`src/rtl/multicycle_control_unit.sv`:
```
// Main sequencing FSM for the multi-cycle RV32I core.
//
// state | meaning
// ------+--------------------------------------------------------------
//   0   | FETCH    : read instruction at PC, PC <= PC+4 when memory ready
//   1   | DECODE   : ALUOut <= oldPC + imm (branch/JAL target), dispatch
//   2   | MEMADR   : ALUOut <= rs1 + imm (load/store address)
//   3   | MEMREAD  : read data memory at ALUOut until ready
//   4   | MEMWB    : rd <= MDR
//   5   | MEMWRITE : write data memory at ALUOut until ready
//   6   | EXEC_R   : ALUOut <= rs1 op rs2
//   7   | EXEC_I   : ALUOut <= rs1 op imm
//   8   | ALUWB    : rd <= ALUOut
//   9   | BRANCH   : compare rs1/rs2, PC <= ALUOut if taken
//  10   | JAL      : PC <= ALUOut, rd <= PC (already oldPC+4)
//  11   | JALR     : PC <= rs1 + imm, rd <= PC
//  12   | AUIPC    : ALUOut <= oldPC + imm
//  13   | LUI      : ALUOut <= 0 + imm
//
// Ports:
//   clk, rst          clock, asynchronous active-high reset
//   instr_opcode_i    opcode field of the latched instruction
//   mem_ready_i       memory access completes this cycle
//   pc_write_o, pc_write_cond_o, iord_o, mem_read_o, mem_write_o,
//   ir_write_o, pc_source_o, alu_src_a_o, alu_src_b_o, alu_op_o,
//   reg_write_o, mem_to_reg_o   datapath controls
//   illegal_o         one-cycle pulse when DECODE sees an unknown opcode
//   state_o           current state (debug)
module multicycle_control_unit #(
  parameter int STATE_W = 4
) (
  input  logic               clk,
  input  logic               rst,
  input  logic [6:0]         instr_opcode_i,
  input  logic               mem_ready_i,
  output logic               pc_write_o,
  output logic               pc_write_cond_o,
  output logic               iord_o,
  output logic               mem_read_o,
  output logic               mem_write_o,
  output logic               ir_write_o,
  output logic               pc_source_o,
  output logic [1:0]         alu_src_a_o,
  output logic [1:0]         alu_src_b_o,
  output logic [1:0]         alu_op_o,
  output logic               reg_write_o,
  output logic [1:0]         mem_to_reg_o,
  output logic               illegal_o,
  output logic [STATE_W-1:0] state_o
);

  typedef enum logic [3:0] {
    S_FETCH    = 4'd0,
    S_DECODE   = 4'd1,
    S_MEMADR   = 4'd2,
    S_MEMREAD  = 4'd3,
    S_MEMWB    = 4'd4,
    S_MEMWRITE = 4'd5,
    S_EXEC_R   = 4'd6,
    S_EXEC_I   = 4'd7,
    S_ALUWB    = 4'd8,
    S_BRANCH   = 4'd9,
    S_JAL      = 4'd10,
    S_JALR     = 4'd11,
    S_AUIPC    = 4'd12,
    S_LUI      = 4'd13
  } state_t;

  localparam logic [6:0] OP_LOAD   = 7'b0000011;
  localparam logic [6:0] OP_STORE  = 7'b0100011;
  localparam logic [6:0] OP_R      = 7'b0110011;
  localparam logic [6:0] OP_I      = 7'b0010011;
  localparam logic [6:0] OP_BRANCH = 7'b1100011;
  localparam logic [6:0] OP_JAL    = 7'b1101111;
  localparam logic [6:0] OP_JALR   = 7'b1100111;
  localparam logic [6:0] OP_AUIPC  = 7'b0010111;
  localparam logic [6:0] OP_LUI    = 7'b0110111;

  state_t     state_q, state_d;

  logic       pc_write, pc_write_cond, iord, mem_read, mem_write, ir_write;
  logic       pc_source, reg_write, illegal;
  logic [1:0] alu_src_a, alu_src_b, alu_op, mem_to_reg;

  always_ff @(posedge clk or posedge rst) begin
    if (rst) state_q <= S_FETCH;
    else     state_q <= state_d;
  end

  always_comb begin
    state_d       = S_FETCH;
    pc_write      = 1'b0;
    pc_write_cond = 1'b0;
    iord          = 1'b0;
    mem_read      = 1'b0;
    mem_write     = 1'b0;
    ir_write      = 1'b0;
    pc_source     = 1'b0;
    alu_src_a     = 2'b00;
    alu_src_b     = 2'b00;
    alu_op        = 2'b00;
    reg_write     = 1'b0;
    mem_to_reg    = 2'b00;
    illegal       = 1'b0;

    case (state_q)
      S_FETCH: begin
        mem_read  = 1'b1;
        alu_src_b = 2'b01;
        ir_write  = mem_ready_i;
        pc_write  = mem_ready_i;
        state_d   = mem_ready_i ? S_DECODE : S_FETCH;
      end
      S_DECODE: begin
        alu_src_a = 2'b10;
        alu_src_b = 2'b10;
        case (instr_opcode_i)
          OP_LOAD, OP_STORE: state_d = S_MEMADR;
          OP_R:              state_d = S_EXEC_R;
          OP_I:              state_d = S_EXEC_I;
          OP_BRANCH:         state_d = S_BRANCH;
          OP_JAL:            state_d = S_JAL;
          OP_JALR:           state_d = S_JALR;
          OP_AUIPC:          state_d = S_AUIPC;
          OP_LUI:            state_d = S_LUI;
          default: begin
            state_d = S_FETCH;
            illegal = 1'b1;
          end
        endcase
      end
      S_MEMADR: begin
        alu_src_a = 2'b01;
        alu_src_b = 2'b10;
        state_d   = (instr_opcode_i == OP_LOAD) ? S_MEMREAD : S_MEMWRITE;
      end
      S_MEMREAD: begin
        mem_read = 1'b1;
        iord     = 1'b1;
        state_d  = mem_ready_i ? S_MEMWB : S_MEMREAD;
      end
      S_MEMWB: begin
        reg_write  = 1'b1;
        mem_to_reg = 2'b01;
      end
      S_MEMWRITE: begin
        mem_write = 1'b1;
        iord      = 1'b1;
        state_d   = mem_ready_i ? S_FETCH : S_MEMWRITE;
      end
      S_EXEC_R: begin
        alu_src_a = 2'b01;
        alu_op    = 2'b10;
        state_d   = S_ALUWB;
      end
      S_EXEC_I: begin
        alu_src_a = 2'b01;
        alu_src_b = 2'b10;
        alu_op    = 2'b11;
        state_d   = S_ALUWB;
      end
      S_AUIPC: begin
        alu_src_a = 2'b10;
        alu_src_b = 2'b10;
        state_d   = S_ALUWB;
      end
      S_LUI: begin
        alu_src_a = 2'b11;
        alu_src_b = 2'b10;
        state_d   = S_ALUWB;
      end
      S_ALUWB: begin
        reg_write = 1'b1;
      end
      S_BRANCH: begin
        alu_src_a     = 2'b01;
        alu_op        = 2'b01;
        pc_write_cond = 1'b1;
        pc_source     = 1'b1;
      end
      S_JAL: begin
        // PC already advanced to oldPC+4 in FETCH, so it is the link value
        pc_write   = 1'b1;
        pc_source  = 1'b1;
        reg_write  = 1'b1;
        mem_to_reg = 2'b10;
      end
      S_JALR: begin
        alu_src_a  = 2'b01;
        alu_src_b  = 2'b10;
        pc_write   = 1'b1;
        reg_write  = 1'b1;
        mem_to_reg = 2'b10;
      end
      default: state_d = S_FETCH;
    endcase
  end

  // Reset gates the controls combinationally so an in-flight memory strobe
  // drops in the same cycle rst rises.
  assign pc_write_o      = ~rst & pc_write;
  assign pc_write_cond_o = ~rst & pc_write_cond;
  assign iord_o          = ~rst & iord;
  assign mem_read_o      = ~rst & mem_read;
  assign mem_write_o     = ~rst & mem_write;
  assign ir_write_o      = ~rst & ir_write;
  assign pc_source_o     = ~rst & pc_source;
  assign alu_src_a_o     = rst ? 2'b00 : alu_src_a;
  assign alu_src_b_o     = rst ? 2'b00 : alu_src_b;
  assign alu_op_o        = rst ? 2'b00 : alu_op;
  assign reg_write_o     = ~rst & reg_write;
  assign mem_to_reg_o    = rst ? 2'b00 : mem_to_reg;
  assign illegal_o       = ~rst & illegal;
  assign state_o         = STATE_W'(state_q);

endmodule
```
`config.mk`:
```
export PLATFORM = sky130hd
export DESIGN_NAME = multicycle_control_unit
export DESIGN_NICKNAME = d
export VERILOG_FILES = /design/src/rtl/multicycle_control_unit.sv
export SDC_FILE = /design/constraint.sdc
export NUM_CORES = 1
export LEC_CHECK = 0
export BUFFER_PORTS_ARGS = -buffer_cell sky130_fd_sc_hd__buf_4
export CAP_MARGIN = 30
export CELL_PAD_IN_SITES_DETAIL_PLACEMENT = 1
export CELL_PAD_IN_SITES_GLOBAL_PLACEMENT = 1
export CORE_UTILIZATION = 28
export CTS_CLUSTER_DIAMETER = 60
export DETAILED_ROUTE_END_ITERATION = 10
export PLACE_DENSITY_LB_ADDON = 0.2
export SETUP_SLACK_MARGIN = 0.2
export SLEW_MARGIN = 0
export SYNTH_ARGS = -nofsm -noshare
export SYNTH_HDL_FRONTEND = slang
export SYNTH_SLANG_ARGS = --single-unit
export TNS_END_PERCENT = 5
```
`constraint.sdc`:
```
create_clock -name clk -period 1.6 [get_ports clk]
set_input_delay 0 -clock clk [delete_from_list [all_inputs] [get_ports clk]]
set_output_delay 0 -clock clk [all_outputs]
set_load 0.1 [all_outputs]
```
==> reports/metrics.csv, run 1 <==
stage,metric,value,unit
routing,drt_iter0_drc,1,
routing,wl,2590,um
run,drv_cap,0,
logic_synthesis,synth_seq_cells,4,
sta,worstMarginPinSlew,0.286,ns
final_layout,area_growth,108,%
power_and_ir_drop,power.density,584,nW/um^2
final_layout,final_cells,151,
critical_path,crit_arrival,1.73,ns
final_layout,final_nets,136,
clock_network,cts_root_buf,clkbuf_4,
place,dp_cells,147,
power_and_ir_drop,power,0.700,mW
critical_path,crit_fanout,2,
run_status,failed_checks,setup timing,
clock_network,clock_sinks,4,
clock_network,cts_tree,done,
place,place_congestion,0.760,
sta,rsz0062_at_grt,true,
final_layout,fillers,236,
min_path,hold_class,in2reg,
critical_path,crit_type,reg2out,
critical_path,crit_chain,or3_4 > nor3_4 > and2_4 > or2_4 > buf_12,
routing,num_vias,809,
final_layout,register_area,109,um^2
sta,setup_viol,11,
power_and_ir_drop,ir_drop,0.350,mV
clock_network,clockBufferDepth,2,
routing,vias_per_cell,5.36,
floorplanning,die_area,2240,um^2
grt,grt_max_degree,16,
grt,grt_pass1_vias,806,
floorplanning,num_rows,16,
sta,slew_viol_final,0,
routing,antenna_left,0,
sta,finClkSkew,0.0103,ns
min_path,whs_path_depth,2,
sta,finalHoldViolations,0,
routing,firstDrtPassIters,4,
clock_network,clock_latency,0.25,ns
clock_network,cts_made_buffers,3,
routing,drt-wirelength-per-cell,17.1,um
final_layout,layout_commonest_cell,buf_4,
logic_synthesis,synth_warnings,0,
final_layout,drive_above_1_share,59.7,%
place,dp.final_hpwl,1730,um
grt,grt.total_usage,25.4,%
clock_network,h-tree-depth,1,
place,io_buffer_count,30,
logic_synthesis,netlist_area,574,um^2
floorplanning,die_w,47.3,um
power_and_ir_drop,p_leak,0.496,nW
sta,timing.fmax,579,MHz
final_layout,largest_reg_flops,4,
logic_synthesis,synth_cells,85,
logic_synthesis,seq_area_frac_synth,17.4,%
sta,slew_headroom,80.9,%
floorplanning,io_pins,31,
final_layout,antennaDiodeCount,0,
run_status,outcome,"complete, but fails checks",
critical_path,slowest_delay,0.47,ns
routing,drc,0,
floorplanning,core-area,1940,um^2
logic_synthesis,avgSynthCellArea,6.76,um^2
logic_synthesis,yosysUniqueCellTypes,37,
sta,fin_crit,1.73,ns
floorplanning,die_y,47.3,um
critical_path,crit_required,1.60,ns
grt,antenna_found_initial,0,
critical_path,crit_path_end_kind,output pin,
final_layout,final_cell_mix,"buf_4 (24), buf_6 (9), a21oi_1 (7), buf_12 (7)",
sta,finalWorstSetupSlack,-0.128,ns
grt,grt_pass1_wl,3790,um
critical_path,ff2ff_path_depth,3,
final_layout,multi_input_area,556,um^2
critical_path,crit_slowest_cell,dfrtp_4,
clock_network,clk_pin_slew_worst_paths,0.04,ns
grt,grt-ovfl-total,0,
logic_synthesis,syn-num-nets,95,
critical_path,startpoint_type,flop,
floorplanning,initial_utilization,29.6,%
sta,fin_crit_sh,108,%
final cells by class:
type                       count  share of cell area [%]
multi-input combinational     70                    46.4
timing repair buffer          43                    38.6
tap                           27                    2.82
sequential                     4                    9.09
clock buffer                   3                    1.88
inverter                       4                    1.25
power by group:
group          total (mW)  switching [mW]  internal (mW)
Clock               0.136          0.0513         0.0846
Sequential          0.114         0.00642          0.107
Combinational       0.450           0.297          0.153
Total               0.700           0.355          0.345
final timing paths:
check	startpoint	end	slack (ns)
min reg2reg	state_o[1]$_DFF_PP0_	state_o[1]$_DFF_PP0_	0.74
min	instr_opcode_i[3]	state_o[0]$_DFF_PP0_	0.009
max	state_o[3]$_DFF_PP0_	pc_write_o	-0.13
max in group asynchronous	rst	state_o[3]$_DFF_PP0_	0.98
min in group asynchronous	rst	state_o[2]$_DFF_PP0_	0.40
max reg2reg	state_o[3]$_DFF_PP0_	state_o[0]$_DFF_PP0_	-0.02
Yosys cell counts:
cell type  instances  share of area [%]
nor4_1             1                1.1
o2111a_1           1                2.0
a22oi_1            1                1.3
or3_1              2                2.2
nand3_1            3                2.6
xor2_1             1                1.5
o32ai_1            1                1.5
and3b_1            1                1.5
o21ai_1            1               0.87
buf_1              2                1.3
or2_1              1                1.1
o2bb2ai_1          1                1.5
xnor2_1            2                3.1
nor3_1             8                7.0
nor2b_1            4                4.4
and3_1             1                1.1
nand3b_1           1                1.3
mux2i_1            1                1.7
clkbuf_1           3                2.0
inv_1              4                2.6
nand2_1            5                3.3
o22ai_1            1                1.1
o21ai_0            1               0.87
a211oi_1           1                1.3
mux2_2             1                2.0
a21oi_1            9                7.8
nand2b_4           1                2.4
or4_1              1                1.3
dfrtp_1            4                 17
nor2_1             9                5.9
nand2b_1           5                5.4
a31o_1             1                1.5
or4_4              1                2.0
and2_1             1                1.1
o21a_1             1                1.3
buf_2              2                1.7
a221o_2            1                2.0
timing repair:
| item | 4_1_cts | 5_1_grt |
|---|---|---|
| endpoints found under the setup margin | 21 | 21 |
| pin swaps | 3 | 2 |
| hold buffers | 1 | 0 |
| setup buffers | 0 | 0 |
| hold endpoints to repair | 4 | 0 |
| resized for setup | 38 | 4 |
metal layers:
metal	share of wire, %	wire length [um]	global-route usage, %	vias up
met5	0	0	0	-
li1	-	-	-	380
met4	3.8	98	15.4	0
met1	34	879	26.3	389
met3	3.5	90	3.46	10
met2	59	1520	47.4	30
worst max-delay path, delay by kind of cell, from the launching register on:
kind | cells | cell delay, ns
simple gates | 4 | 0.85
flops | 1 | 0.47
buf+inv | 1 | 0.16
stage by stage:
| step | utilization, % | worst slack, ns | instance area (um^2) | TNS [ns] | hold WS [ns] |
|---|---|---|---|---|---|
| floorplan | - | -1.17 | 673 | -17.17 | 0.113 |
| global placement | 51.2 | 0.0546 | 993 | 0 | 0.0420 |
| detailed placement | 51.2 | -0.00299 | 993 | -0.00299 | 0.0431 |
| CTS | 60.8 | -0.0949 | 1180 | -0.491 | 0.00614 |
| global route | 61.7 | -0.180 | 1200 | -1.31 | 0.00977 |
| finish | 61.7 | -0.128 | 1200 | -0.620 | 0.00946 |
logic make-up after synthesis:
group                  after synthesis  synth area share, %
flip-flops                           4                 17.4
AND/OR/NAND/NOR                     45                 43.6
AO/OA/AOI/OAI                       20                 23.1
XOR/XNOR                             3                 4.58
buffers and inverters               11                 7.62
multiplexers                         2                 3.70
Note: power is estimated with default switching activity, not from simulation.
==> run 2: changes to the inputs <==
--- a/config.mk
+++ b/config.mk
@@ -12,7 +12,7 @@
 export CORE_UTILIZATION = 28
 export CTS_CLUSTER_DIAMETER = 60
 export DETAILED_ROUTE_END_ITERATION = 10
-export PLACE_DENSITY_LB_ADDON = 0.2
+export PLACE_DENSITY_LB_ADDON = 0.1
 export SETUP_SLACK_MARGIN = 0.2
 export SLEW_MARGIN = 0
 export SYNTH_ARGS = -nofsm -noshare
==> reports/metrics.csv, run 2 (synthesized netlist as in run 1, its figures left out) <==
stage,metric,value,unit,change
sta,slew_headroom,81.1,%,+0.22 points
final_layout,fillers,223,,-5.5%
final_layout,final_cells,151,,unchanged
critical_path,crit_fanout,2,,unchanged
power_and_ir_drop,p_leak,0.517,nW,+4.2%
routing,drt_iter0_drc,5,,+4
sta,tns,-0.564,ns,+0.0564 ns
final_layout,area_growth,119,%,
routing,wl,2750,um,+6.5%
final_layout,drive_above_1_share,59.7,%,unchanged
floorplanning,num_rows,16,,unchanged
clock_network,clk_pin_slew_worst_paths,0.04,ns,about the same
floorplanning,initial_utilization,29.6,%,unchanged
place,dp.final_hpwl,1560,um,-10%
power_and_ir_drop,ir_drop,0.365,mV,+4.3%
clock_network,clock_sinks,4,,unchanged
run,drv_cap,0,,unchanged
floorplanning,die_area,2240,um^2,unchanged
power_and_ir_drop,netSwitchingFraction,50.2,%,-0.45 points
power_and_ir_drop,internal_power,0.360,mW,+4.3%
grt,antenna_found_initial,0,,unchanged
critical_path,crit_type,reg2out,,
run_status,outcome,"complete, but fails checks",,
critical_path,ff2ff_path_depth,3,,unchanged
clock_network,cts_made_buffers,3,,unchanged
final_layout,antennaDiodeCount,0,,unchanged
sta,finClkSkew,0.00251,ns,-0.00783 ns
place,dp_cells,145,,-1.4%
sta,setup_viol,8,,-3
power_and_ir_drop,power,0.723,mW,+3.4%
power_and_ir_drop,p_clk_share,18.7,%,-0.7 points
critical_path,crit_required,1.60,ns,about the same
grt,grt_max_degree,17,,+1
run_status,failed_checks,setup timing,,
routing,firstDrtPassIters,4,,unchanged
clock_network,h-tree-depth,1,,unchanged
min_path,whs_path_depth,3,,+1
clock_network,clockBufferDepth,2,,unchanged
clock_network,clock_latency,0.25,ns,about the same
final_layout,final_cell_mix,"buf_4 (23), buf_12 (12), a21oi_1 (8)",,
floorplanning,core-area,1940,um^2,unchanged
critical_path,crit_path_end_kind,output pin,,
final_layout,layout_commonest_cell,buf_4,,
critical_path,r2r_slack,0.02,ns,+0.04 ns
sta,whs,0.0616,ns,+0.0521 ns
min_path,hold_class,in2reg,,
power_and_ir_drop,power.density,575,nW/um^2,-1.6%
floorplanning,die_y,47.3,um,unchanged
sta,rsz0062_at_grt,true,,
sta,finalHoldViolations,0,,unchanged
power_and_ir_drop,pwr-share-comb,65.0,%,+0.7 points
place,place_congestion,0.763,,+0.33%
clock_network,cts_root_buf,clkbuf_4,,
power_and_ir_drop,p_sw,0.363,mW,+2.5%
power_and_ir_drop,seqPwrFrac,16.3,%,about the same
sta,slew_viol_final,0,,unchanged
grt,grt.total_usage,23.6,%,-1.8 points
routing,drc,0,,unchanged
sta,finalWorstSetupSlack,-0.141,ns,-0.0128 ns
routing,drt-wirelength-per-cell,18.2,um,+6.5%
final_layout,largest_reg_flops,4,,unchanged
sta,worstMarginPinSlew,0.285,ns,-0.000498 ns
critical_path,startpoint_type,flop,,
clock_network,cts_tree,done,,
sta,fin_crit_sh,109,%,+0.80 points
grt,grt-ovfl-total,0,,unchanged
routing,vias_per_cell,5.33,,-0.49%
final_layout,final_nets,136,,unchanged
floorplanning,io_pins,31,,unchanged
final_layout,finish.utilization,64.8,%,+3.1 points
grt,grt_pass1_vias,759,,-5.8%
grt,grt_pass1_wl,3580,um,-5.5%
routing,num_vias,805,,-0.49%
routing,antenna_left,0,,unchanged
critical_path,crit_arrival,1.74,ns,about the same
place,io_buffer_count,30,,unchanged
sta,fin_crit,1.74,ns,+0.0128 ns
floorplanning,die_w,47.3,um,unchanged
sta,timing.fmax,574,MHz,-0.74%
## run 2: per-layer routing
| layer | track usage (%) | share of wire [%] | vias to the layer above |
|---|---|---|---|
| met5 | 0 | 0 | - |
| met4 | 13.1 | 4.4 | 0 |
| met3 | 2.69 | 2.4 | 10 |
| met2 | 41.9 | 56 | 24 |
| met1 | 27.0 | 38 | 390 |
| li1 | - | - | 381 |
## run 2: through the flow
step / cell area, um^2 / worst slack [ns]
finish: 1260 / -0.141
global route: 1260 / -0.194
CTS: 1200 / -0.0938
detailed placement: 991 / 0.00203
global placement: 991 / 0.0312
floorplan: 673 / -1.17
## run 2: path summary, 6_finish.rpt
kind | from | endpoint
worst max-delay path | state_o[2]$_DFF_PP0_ | pc_write_o
worst min-delay path | instr_opcode_i[3] | state_o[2]$_DFF_PP0_
worst max register to register | state_o[2]$_DFF_PP0_ | state_o[0]$_DFF_PP0_
worst min register to register | state_o[3]$_DFF_PP0_ | state_o[2]$_DFF_PP0_
max in group asynchronous | rst | state_o[2]$_DFF_PP0_
min in group asynchronous | rst | state_o[3]$_DFF_PP0_
## run 2: timing repair
action | CTS | global route
hold endpoints to repair | 5 | 0
pin swaps | 4 | 0
setup endpoints to repair | 21 | 21
buffers inserted | 1 | 0
resized for setup | 39 | 14
hold buffers | 2 | 0
## run 2: power groups by stage
stage	registers (mW)	clock network, mW	logic [mW]
after CTS	0.117	0.139	0.440
after detailed placement	0.118	0	0.388
after global placement	0.118	0	0.384
after floorplan	0.148	0	0.255
after global routing	0.119	0.146	0.491
final	0.118	0.135	0.470
## run 2: critical path: stages, from the launching register on
cell,delay (ns)
dfrtp_4,0.47
or3_4,0.41
nor3_4,0.15
and2_4,0.18
or2_4,0.12
buf_12,0.16
## run 2: area by class of cell
type	count	area (um^2)	share of cell area, %
tap	27	33.8	2.69
clock buffer	3	22.5	1.79
inverter	4	15.0	1.19
sequential	4	109	8.66
timing repair buffer	43	500	39.8
multi-input combinational	70	577	45.9
==> run 3: changes to the inputs <==
--- a/config.mk
+++ b/config.mk
@@ -13,9 +13,9 @@
 export CTS_CLUSTER_DIAMETER = 60
 export DETAILED_ROUTE_END_ITERATION = 10
 export PLACE_DENSITY_LB_ADDON = 0.1
+export RECOVER_POWER = 25
 export SETUP_SLACK_MARGIN = 0.2
 export SLEW_MARGIN = 0
 export SYNTH_ARGS = -nofsm -noshare
 export SYNTH_HDL_FRONTEND = slang
 export SYNTH_SLANG_ARGS = --single-unit
-export TNS_END_PERCENT = 5
==> constraint.sdc (replaced) <==
create_clock -name clk -period 2 [get_ports clk]
set_input_delay 0 -clock clk [delete_from_list [all_inputs] [get_ports clk]]
set_output_delay 0 -clock clk [all_outputs]
set_load 0.1 [all_outputs]
==> reports/metrics.csv, run 3 (synthesized netlist as in run 1, its figures left out) <==
stage,metric,value,unit,change
min_path,worst_hold_path.endpoint,state_o[0]$_DFF_PP0_,,
grt,grtUsageMet3,3.85,%,+1.2 points
critical_path,crit_required,2.00,ns,+0.40 ns
floorplanning,initial_utilization,29.6,%,unchanged
sta,rsz0062_at_grt,true,,
sta,setup_viol,0,,-8
place,post-place-ws,0.284,ns,+0.282 ns
grt,grt-ovfl-total,0,,unchanged
floorplanning,die_area,2240,um^2,unchanged
power_and_ir_drop,power.density,483,nW/um^2,-16%
critical_path,startpoint_type,flop,,
grt,grt_util_met1,25.4,%,-1.6 points
place,dp.final_hpwl,1500,um,-3.9%
clock_network,clockBufferDepth,2,,unchanged
critical_path,reg2reg_to,state_o[0]$_DFF_PP0_,,
clock_network,cts_tree,done,,
grt,grt.total_usage,20.4,%,-3.2 points
floorplanning,num_rows,16,,unchanged
sta,finalHoldViolations,0,,unchanged
sta,tns,0,ns,+0.564 ns
min_path,hold_class,in2reg,,
critical_path,slowest_delay,0.56,ns,+0.09 ns
critical_path,crit_type,reg2out,,
sta,slew_headroom,63.4,%,-18 points
run,drv_cap,0,,unchanged
critical_path,crit_path_end_kind,output pin,,
sta,slew_viol_final,0,,unchanged
clock_network,cts_made_buffers,3,,unchanged
clock_network,clock_latency,0.23,ns,-0.02 ns
clock_network,clk_pin_slew_worst_paths,0.04,ns,about the same
floorplanning,core-area,1940,um^2,unchanged
routing,firstDrtPassIters,3,,-1
critical_path,rr_startpoint,state_o[1]$_DFF_PP0_,,
grt,busiest_layer,met2,,
sta,finClkSkew,0.00400,ns,+0.00148 ns
routing,drc,0,,unchanged
final_layout,antennaDiodeCount,0,,unchanged
routing,wl,2080,um,-24%
power_and_ir_drop,p_leak,0.421,nW,-19%
critical_path,crit_fanout,12,,+10
critical_path,ff2ff_path_depth,3,,unchanged
grt,met2_usage,37.8,%,-4.1 points
floorplanning,die_y,47.3,um,unchanged
routing,num_vias,755,,-6.2%
floorplanning,io_pins,31,,unchanged
final_layout,final_cell_mix,"buf_4 (29), a21oi_1 (7), nand2_1 (5), nor2_1 (5)",,
routing,drt-wirelength-per-cell,14.5,um,-21%
final_layout,final_nets,129,,-5.1%
sta,fin_crit,1.74,ns,
place,place_congestion,0.770,,+0.97%
floorplanning,die_w,47.3,um,unchanged
routing,drt_iter0_drc,3,,-2
grt,grt_pass1_vias,707,,-6.9%
clock_network,cts_root_buf,clkbuf_4,,
clock_network,h-tree-depth,1,,unchanged
run_status,outcome,"finished, final reports clean",,
critical_path,crit_slowest_cell,dfrtp_4,,
critical_path,crit_chain,buf_4 > nor2b_2 > a211oi_2 > nor3_4 > buf_6,,
sta,finalWorstSetupSlack,0.264,ns,+0.405 ns
routing,antenna_left,0,,unchanged
sta,fin_crit_sh,86.8,%,
critical_path,r2r_slack,0.33,ns,+0.31 ns
min_path,whs_path_depth,2,,-1
critical_path,crit_arrival,1.74,ns,about the same
power_and_ir_drop,ir_drop,0.510,mV,+40%
sta,timing.fmax,576,MHz,
grt,grt_pass1_wl,3200,um,-11%
final_layout,largest_reg_flops,4,,unchanged
power_and_ir_drop,power,0.499,mW,-31%
final_layout,area_growth,80.0,%,
critical_path,crit_start,state_o[1]$_DFF_PP0_,,
clock_network,clock_sinks,4,,unchanged
sta,worstMarginPinSlew,0.551,ns,+0.266 ns
grt,grt_max_degree,18,,+1
routing,vias_per_cell,5.24,,-1.7%
final_layout,layout_commonest_cell,buf_4,,
place,io_buffer_count,30,,unchanged
final_layout,drive_above_1_share,60.7,%,+1.0 points
grt,antenna_found_initial,0,,unchanged
min_path,hold_path.startpoint,instr_opcode_i[3],,
[run 3: cell types whose count changed in the layout (fill, tap and decap cells not counted), moves of 2 or more]
| cell | previous run | this run |
|---|---|---|
| clkbuf_2 | 0 | 3 |
| dfrtp_4 | 2 | 4 |
| buf_6 | 6 | 2 |
| buf_4 | 23 | 29 |
| buf_12 | 12 | 1 |
[run 3: worst max-delay path, delay by kind of cell, from the launching register on]
kind / cells / cell delay (ns)
AO/OA/AOI/OAI: 1 / 0.31
buffers and inverters: 2 / 0.39
AND/OR/NAND/NOR: 2 / 0.24
flip-flops: 1 / 0.56
[run 3: area by class of cell]
class | instances | area [um^2]
clock buffers | 3 | 22.5
fillers | 253 | 908
inverters | 4 | 15.0
multi-input cells | 70 | 562
flip-flops and latches | 4 | 115
well taps | 27 | 33.8
repair buffers | 36 | 285
[run 3: worst max-delay path by stage]
stage	endpoint
final	alu_src_b_o[1]
after global routing	reg_write_o
after CTS	pc_write_o
after detailed placement	pc_write_o
after global placement	pc_write_o
after floorplan	pc_write_o
[run 3: where the power goes]
group          switching [mW]  internal [mW]
Clock                  0.0304         0.0670
Combinational           0.207         0.0867
Sequential             0.0207         0.0878
Total                   0.258          0.241
[run 3: routing by layer]
metal | vias to the layer above | wire [um]
met2 | 19 | 1170
met5 | - | 0
met1 | 366 | 845
met3 | 0 | 72
met4 | 0 | 0
li1 | 370 | -
[run 3: through the flow]
stage / utilization, % / area [um^2] / cells / hold slack, ns
4_1_cts: 52.9 / 1030 / 144 / 0.00525
2_1_floorplan: - / 728 / 85 / 0.109
5_1_grt: 53.2 / 1030 / 144 / 0.0230
3_3_place_gp: 48.8 / 948 / 136 / 0.0381
3_5_place_dp: 48.8 / 948 / 136 / 0.0359
6_report: 53.2 / 1030 / 144 / 0.0110
[run 3: what timing repair did]
| item | CTS | global route |
|---|---|---|
| endpoints found under the hold margin | 4 | 0 |
| hold buffers | 1 | 0 |
| resized for setup | 4 | 4 |
| setup buffers | 4 | 0 |
| pin swaps | 0 | 1 |
| endpoints found under the setup margin | 3 | 4 |
